**src/rtl/fetch_sequencer.sv**
```systemverilog
// fetch_sequencer: owns the fetch PC of the pipelined MIPS core and drives the
// instruction memory address directly.
//
// State table:
//   state  | meaning
//   RUN    | normal fetch; pc_f advances by +4 or to a branch target
//   SQUASH | post-ERET bubbles; pc_f holds at EPC, fetch slots invalid
//
// Ports:
//   clk, reset         rising-edge clock, async active-high reset
//   stall              D-stage hazard stall; PC, state and bubble count hold
//   br_take/br_target  D-stage taken branch/jump and its target
//   exc_req            CP0 accepted exception/interrupt; jump to HANDLER
//   eret_req/epc       ERET in D and its return address
//   pc_f               current fetch address
//   fetch_valid        word at pc_f is a real instruction (else inject nop)
//   adel_f             fetch address error at pc_f
//   squash_busy        sequencer is in SQUASH
//   fetch_cnt          count of valid, unstalled fetches (wraps)
module fetch_sequencer #(
    parameter logic [31:0] PC_RESET     = 32'h0000_3000,
    parameter logic [31:0] HANDLER      = 32'h0000_4180,
    parameter logic [31:0] IM_BASE      = 32'h0000_3000,
    parameter logic [31:0] IM_TOP       = 32'h0000_6FFC,
    parameter int unsigned ERET_BUBBLES = 1
) (
    input  logic        clk,
    input  logic        reset,
    input  logic        stall,
    input  logic        br_take,
    input  logic [31:0] br_target,
    input  logic        exc_req,
    input  logic        eret_req,
    input  logic [31:0] epc,
    output logic [31:0] pc_f,
    output logic        fetch_valid,
    output logic        adel_f,
    output logic        squash_busy,
    output logic [31:0] fetch_cnt
);

    typedef enum logic {
        RUN    = 1'b0,
        SQUASH = 1'b1
    } state_t;

    localparam logic [1:0] BUB_INIT = 2'(ERET_BUBBLES);

    state_t     state;
    logic [1:0] bub_cnt;

    assign adel_f      = (pc_f[1:0] != 2'b00) || (pc_f < IM_BASE) || (pc_f > IM_TOP);
    // The slot fetched alongside an ERET in D is wrong-path, stalled or not.
    assign fetch_valid = !adel_f && (state == RUN) && !eret_req;
    assign squash_busy = (state == SQUASH);

    always_ff @(posedge clk or posedge reset) begin
        if (reset) begin
            pc_f      <= PC_RESET;
            state     <= RUN;
            bub_cnt   <= 2'd0;
            fetch_cnt <= 32'd0;
        end else begin
            if (fetch_valid && !stall && !exc_req)
                fetch_cnt <= fetch_cnt + 32'd1;

            if (exc_req) begin
                pc_f    <= HANDLER;
                state   <= RUN;
                bub_cnt <= 2'd0;
            end else if (eret_req && !stall) begin
                pc_f <= epc;
                if (ERET_BUBBLES == 0) begin
                    state <= RUN;
                end else begin
                    state   <= SQUASH;
                    bub_cnt <= BUB_INIT;
                end
            end else if (stall) begin
                // hold everything; a stalled ERET is re-presented by D
            end else if (state == SQUASH) begin
                bub_cnt <= bub_cnt - 2'd1;
                if (bub_cnt == 2'd1)
                    state <= RUN;
            end else if (br_take) begin
                pc_f <= br_target;
            end else begin
                pc_f <= pc_f + 32'd4;
            end
        end
    end

endmodule

```
**config.mk**
```make
export PLATFORM = sky130hd
export DESIGN_NAME = fetch_sequencer
export DESIGN_NICKNAME = d
export VERILOG_FILES = /design/src/rtl/fetch_sequencer.sv
export SDC_FILE = /design/constraint.sdc
export NUM_CORES = 1
export LEC_CHECK = 0
export ABC_AREA = 1
export BUFFER_PORTS_ARGS = -buffer_cell sky130_fd_sc_hd__buf_4
export CAP_MARGIN = 30
export CORE_MARGIN = 1.5
export CORE_UTILIZATION = 45
export DETAILED_ROUTE_END_ITERATION = 8
export PLACE_DENSITY = 0.81
export SYNTH_ARGS = -nofsm -noshare
export SYNTH_HDL_FRONTEND = slang
export SYNTH_SLANG_ARGS = --single-unit
```
**constraint.sdc**
```tcl
create_clock -name clk -period 1.83 [get_ports clk]
set_input_delay 0 -clock clk [delete_from_list [all_inputs] [get_ports clk]]
set_output_delay 0 -clock clk [all_outputs]
set_load 0.02 [all_outputs]
```
[Yosys cells after proc, flatten, opt, wreduce, memory -nomap -nowiden]
Cells that the tools add are included.
Cells by class
  add/sub/neg operators: 3
  magnitude comparators: 2
  eq/ne operators: 3
  multiplexer cells: 14
  bitwise gates (word level): 1
  reduce and logical (&&, ||, !) cells: 15
Operator list (count)
  2-to-1 mux 32 bit: 5
  adder 32 x 1 -> 32 bit (second input constant): 1
  adder 32 x 3 -> 32 bit (second input constant): 1
  greater-than comparator 32 x 15 -> 1 bit (second input constant): 1
  < comparator 32 x 14 -> 1 bit (second input constant): 1
  2-to-1 mux 2 bit: 4
  logical AND 1 bit: 5
  2-to-1 mux 1 bit: 5
  logical NOT 1 bit: 4
  AND reduction 2 bit: 2
  != test 3 x 1 -> 1 bit (second input constant): 1
  != test 3 x 2 -> 1 bit (second input constant): 1
  nonzero test 3 bit: 1
  == test 2 x 1 -> 1 bit (second input constant): 1
  logical OR 1 bit: 2
  nonzero test 2 bit: 1
  subtractor 2 x 1 -> 2 bit (second input constant): 1
  inverter 1 bit: 1
Storage, ports and cells
  flip-flop bits (word level): 67
  input port bits: 70
  output and inout bits: 67
  logic and storage cells: 42

[Logic depth before layout (Yosys ltp)]
  depth after elaboration: 8
  depth in mapped cells: 12
  mapped depth without buffers: 12

[Worst setup path before layout]
Ideal clock, no wire load.
  path kind: flip-flop to flip-flop
  start point: reg pc_f[12]
  end point: reg fetch_cnt[2]
  setup time: 0.132 ns
  arrival: 1.908 ns
  required time: 1.698 ns
  path slack: -0.211 ns
  stages on the path, launching flop included: 10
  path buffers: 1
  clock period less this slack: 2.041 ns
  cell sequence: dfstp_2 buf_4 nand2_2 nand2_2 nand4_2 nor2_4 inv_1 nor2_1 nand3_1 xnor2_1
Between the ends
  longest elaborated chain between the ends: 8
  elaborated cells between the ends (all ways): 9
  classes of those cells: order compare (2); reduce/logical (7)
RTL lines
  from (decl): line 35  | output logic [31:0] pc_f,
  from (signal assigned): line 72  | pc_f <= epc;
  from (signal assigned): line 86  | pc_f <= br_target;
  from (signal assigned): line 88  | pc_f <= pc_f + 32'd4;
  < comparator 32 x 14 -> 1 bit: line 52  | assign adel_f = (pc_f[1:0] != 2'b00) || (pc_f < IM_BASE) || (pc_f > IM_TOP);
  logical OR 1 bit: line 52
  logical OR 1 bit (*): line 52
  named net adel_f: line 37  | output logic adel_f,
  logical NOT 1 bit (*): line 54  | assign fetch_valid = !adel_f && (state == RUN) && !eret_req;
  logical AND 1 bit (*) (2 in a row): line 54
  named net fetch_valid: line 36  | output logic fetch_valid,
  logical AND 1 bit (*) (2 in a row): line 64  | if (fetch_valid && !stall && !exc_req)
  to (signal assigned): line 65  | fetch_cnt <= fetch_cnt + 32'd1;
  to (decl): line 39  | output logic [31:0] fetch_cnt
Mark *: on every way through the listed nets, which the timed path passes. The rest lies on a longest branch.
A chain may end at the register's enable or synchronous reset.

[Worst setup path after layout]
  start point: reg pc_f[12]
  end point: reg fetch_cnt[26]
Between the ends
  longest elaborated chain between the ends: 8
  elaborated cells between the ends (all ways): 9
  classes of those cells: order compare (2); reduce/logical (7)
RTL lines (line)
  < comparator 32 x 14 -> 1 bit: 52
  logical OR 1 bit: 52
  logical OR 1 bit (*): 52
  logical NOT 1 bit (*): 54
  logical AND 1 bit (*) (2 in a row): 54
  logical AND 1 bit (*) (2 in a row): 64
Mark *: on every way between the ends. The rest lies on a longest branch, timed or not.

==> results.yml <==
timing:
  slew_violations: 0
  min_period_ns: 1.80
  max_slew_margin: 0.639
  tightestPinTransition_ns: 0.536
  rsz0062_at_grt: "true"
  hold_ws_ns: 0.000103
  fmax_ghz: 0.554
  timing.final.setup_violations: 0
  hold_viol_final: 0
  fin_skew_ns: 0.00842
  fin_crit_sh: 0.986
place:
  portBuffers: 136
  dp.final_hpwl_mm: 11.4
  gp_congestion: 1.05
logic_synthesis:
  synth_warnings: 0
  synth_cell_types: 42
  syn-num-nets: 772
  ys_ff_latch: 67
  syn_area_um2: 4800
  synth_seq_area_share: 0.350
  syn_inst: 699
  synth-edff-count: 0
  avgSynthCellArea_um2: 6.87
  synth_ff_type: "dfrtp_1"
  synthArstFlopShare: 1.00
worst_hold_path:
  hold_depth: 5
  hold_path_class: "input port to flop"
  hold_end: "pc_f[19]"
  min-delay-start: "epc[19]"
die:
  core_region_area_um2: 10300
  die_y_um: 106
  start_util: 0.465
  rows: 37
  die-area_um2: 11300
  ios: 137
  dieWidth_um: 106
grt:
  grt_pass1_wl_mm: 26.0
  grt_max_degree: 39
  grt_pass1_vias: 5397
  antenna_found_initial: 0
  track_usage: 0.289
  grt-ovfl-total: 0
setup_path:
  endpoint_kind: "flop"
  crit_type: "flop to flop"
  max_stage_delay_ns: 0.60
  worst_ep_arrival_time_ns: 2.05
  rrSetupSlack_ns: 0.03
  start_kind: "flop"
  path_buf_inv: 2
  crit_fanout: 11
  worst_path_max_delay_cell: "dfstp_2"
  timing.rr.end: "fetch_cnt[26]"
  worstPathRequired_ns: 2.08
  critPathTopFamily: "simple AND/OR/NAND/NOR gates"
  rr_worst_depth: 11
  r2r_start: "pc_f[12]"
  crit_chain: "nand2_2 -> nand2_2 -> nand4_4 -> nor2_4 -> buf_4 -> nand4_4 -> nor2_4 -> buf_12 -> nand3_1 -> nand2_1 -> nand2_1"
cts:
  clkTransAtPathRegs_ns: 0.08
  cts_buffer_depth: 2
  insertion_delay_ns: 0.35
  cts_root_buf: "clkbuf_8"
  cts.sinks: 67
  cts_tree: "built"
  cts_max_level: 3
  cts_buffers: 9
finish:
  area_growth_pct: 48.6
  nets: 988
  drive_gt1_frac: 0.321
  n_antenna_cell: 0
  fillCellCount: 797
drt:
  drtAntennaViolNets: 0
  vias_per_cell: 5.46
  vias: 5761
  drc_errors: 0
  first_pass_iters: 5
  drtIter0Drc: 561
  wl_per_cell_um: 16.0
  wirelength_mm: 16.9
run:
  maxCapViolations: 0
outcome:
  status: "completed"
pwr:
  powerDensity_nw_per_um2: 588
  total_power_uw: 4200
  max-vdd-ir-drop_uv: 444
  p_leak_uw: 0.00352
==> cells in the final DEF (no fill, tap or decap), types with 6 or more instances in the layout <==
cell type and n:
dfrtp_1 59, nand4_1 21, o211ai_1 6, a21oi_1 32, clkbuf_8 10, nand3_1 48
nor3_1 10, dfrtp_2 6, nor2_4 18, inv_1 76, nand2_2 14, dlygate4sd3_1 33
nor2_1 75, nand2_1 161, xor2_1 31, buf_4 190, o21ai_0 41, o21ai_1 7
nor2_2 21
==> synthesized netlist by cell type, types with 5 or more instances <==
cell	number	area share
xor2_1	31	0.057
nand2_1	170	0.13
o211ai_1	6	0.0094
nor2_4	7	0.016
nor2_1	95	0.074
dfrtp_1	65	0.34
a21oi_1	33	0.034
xnor2_1	5	0.0091
inv_1	77	0.060
nand2_2	5	0.0065
nor3_1	12	0.013
clkbuf_1	9	0.0070
nor2_2	12	0.016
o21ai_0	47	0.049
nand4_1	21	0.027
buf_2	6	0.0063
nand3_1	50	0.052
buf_1	5	0.0039
==> report_power, final <==
group	total [uW]	switching [uW]	internal, uW
logic	1110	614	497
clock network	1440	636	807
registers	1640	87.9	1550
total	4200	1340	2860
==> flip-flops by register name, summed over array words and instances (netlist names) <==
| signal | count |
|---|---|
| squash_busy | 1 |
| bub_cnt | 2 |
| fetch_cnt | 32 |
| pc_f | 32 |
==> worst register-to-register path: stages, from the launching register on <==
cell and delay [ns]:
dfstp_2 0.60, nand2_2 0.08, nand2_2 0.10, nand4_4 0.08, nor2_4 0.14, buf_4 0.14
nand4_4 0.09, nor2_4 0.16, buf_12 0.13, nand3_1 0.07, nand2_1 0.08, nand2_1 0.05
==> cell families after synthesis <==
logic type      after synthesis  synth area share
simple gates                386             0.371
fa+ha+maj                     3           0.00782
flops                        67             0.350
compound gates              102             0.116
buf+inv                     104            0.0875
mux                           1           0.00234
xor+xnor                     36            0.0656
==> how the worst max path moves through the flow <==
stage / cells after the start / from / endpoint / slack (ns)
after floorplan: 1 / reset / fetch_cnt[0] / 0.001
after global placement: 9 / pc_f[12] / pc_f[31] / 0.04
after detailed placement: 9 / pc_f[12] / pc_f[31] / -0.007
after CTS: 10 / pc_f[12] / pc_f[25] / 0.02
after global routing: 11 / pc_f[12] / fetch_cnt[28] / -0.09
final: 11 / pc_f[12] / fetch_cnt[26] / 0.03
==> layout make-up <==
type / count / area (um2) / area share
Multi-Input combinational cell: 528 / 2890 / 0.405
Clock inverter: 6 / 87.6 / 0.0123
Tap cell: 136 / 170 / 0.0238
Timing Repair Buffer: 229 / 1860 / 0.261
Inverter: 80 / 300 / 0.0421
Clock buffer: 10 / 138 / 0.0193
Sequential cell: 67 / 1690 / 0.236
==> stage by stage <==
stage	area, um2	TNS, ns	std cells	worst slack (ns)	util
floorplan	4810	0	699	0.00143	-
global placement	6260	0	993	0.0423	0.606
detailed placement	6260	-0.00679	993	-0.00679	0.606
CTS	6820	0	1042	0.0164	0.661
global route	7140	-1.09	1056	-0.0865	0.692
finish	7140	0	1056	0.0256	0.692
==> repair_timing <==
| action | CTS | global route |
|---|---|---|
| hold buffers | 33 | 0 |
| hold endpoints to repair | 42 | 0 |
| gates cloned | 0 | 1 |
| resized for setup | 4 | 61 |
| setup endpoints to repair | 7 | 38 |
| buffers inserted | 0 | 13 |
| pin swaps | 0 | 16 |
==> routing by layer <==
metal  vias to the layer above  global-route usage  routed length (um)
met5                         -                   0                   0
met4                         0               0.133                 724
met3                        84              0.0503                1480
met2                       341               0.480                8080
met1                      2648               0.366                6660
li1                       2688                   -                   -
Note: power is estimated with default switching activity, not from simulation.
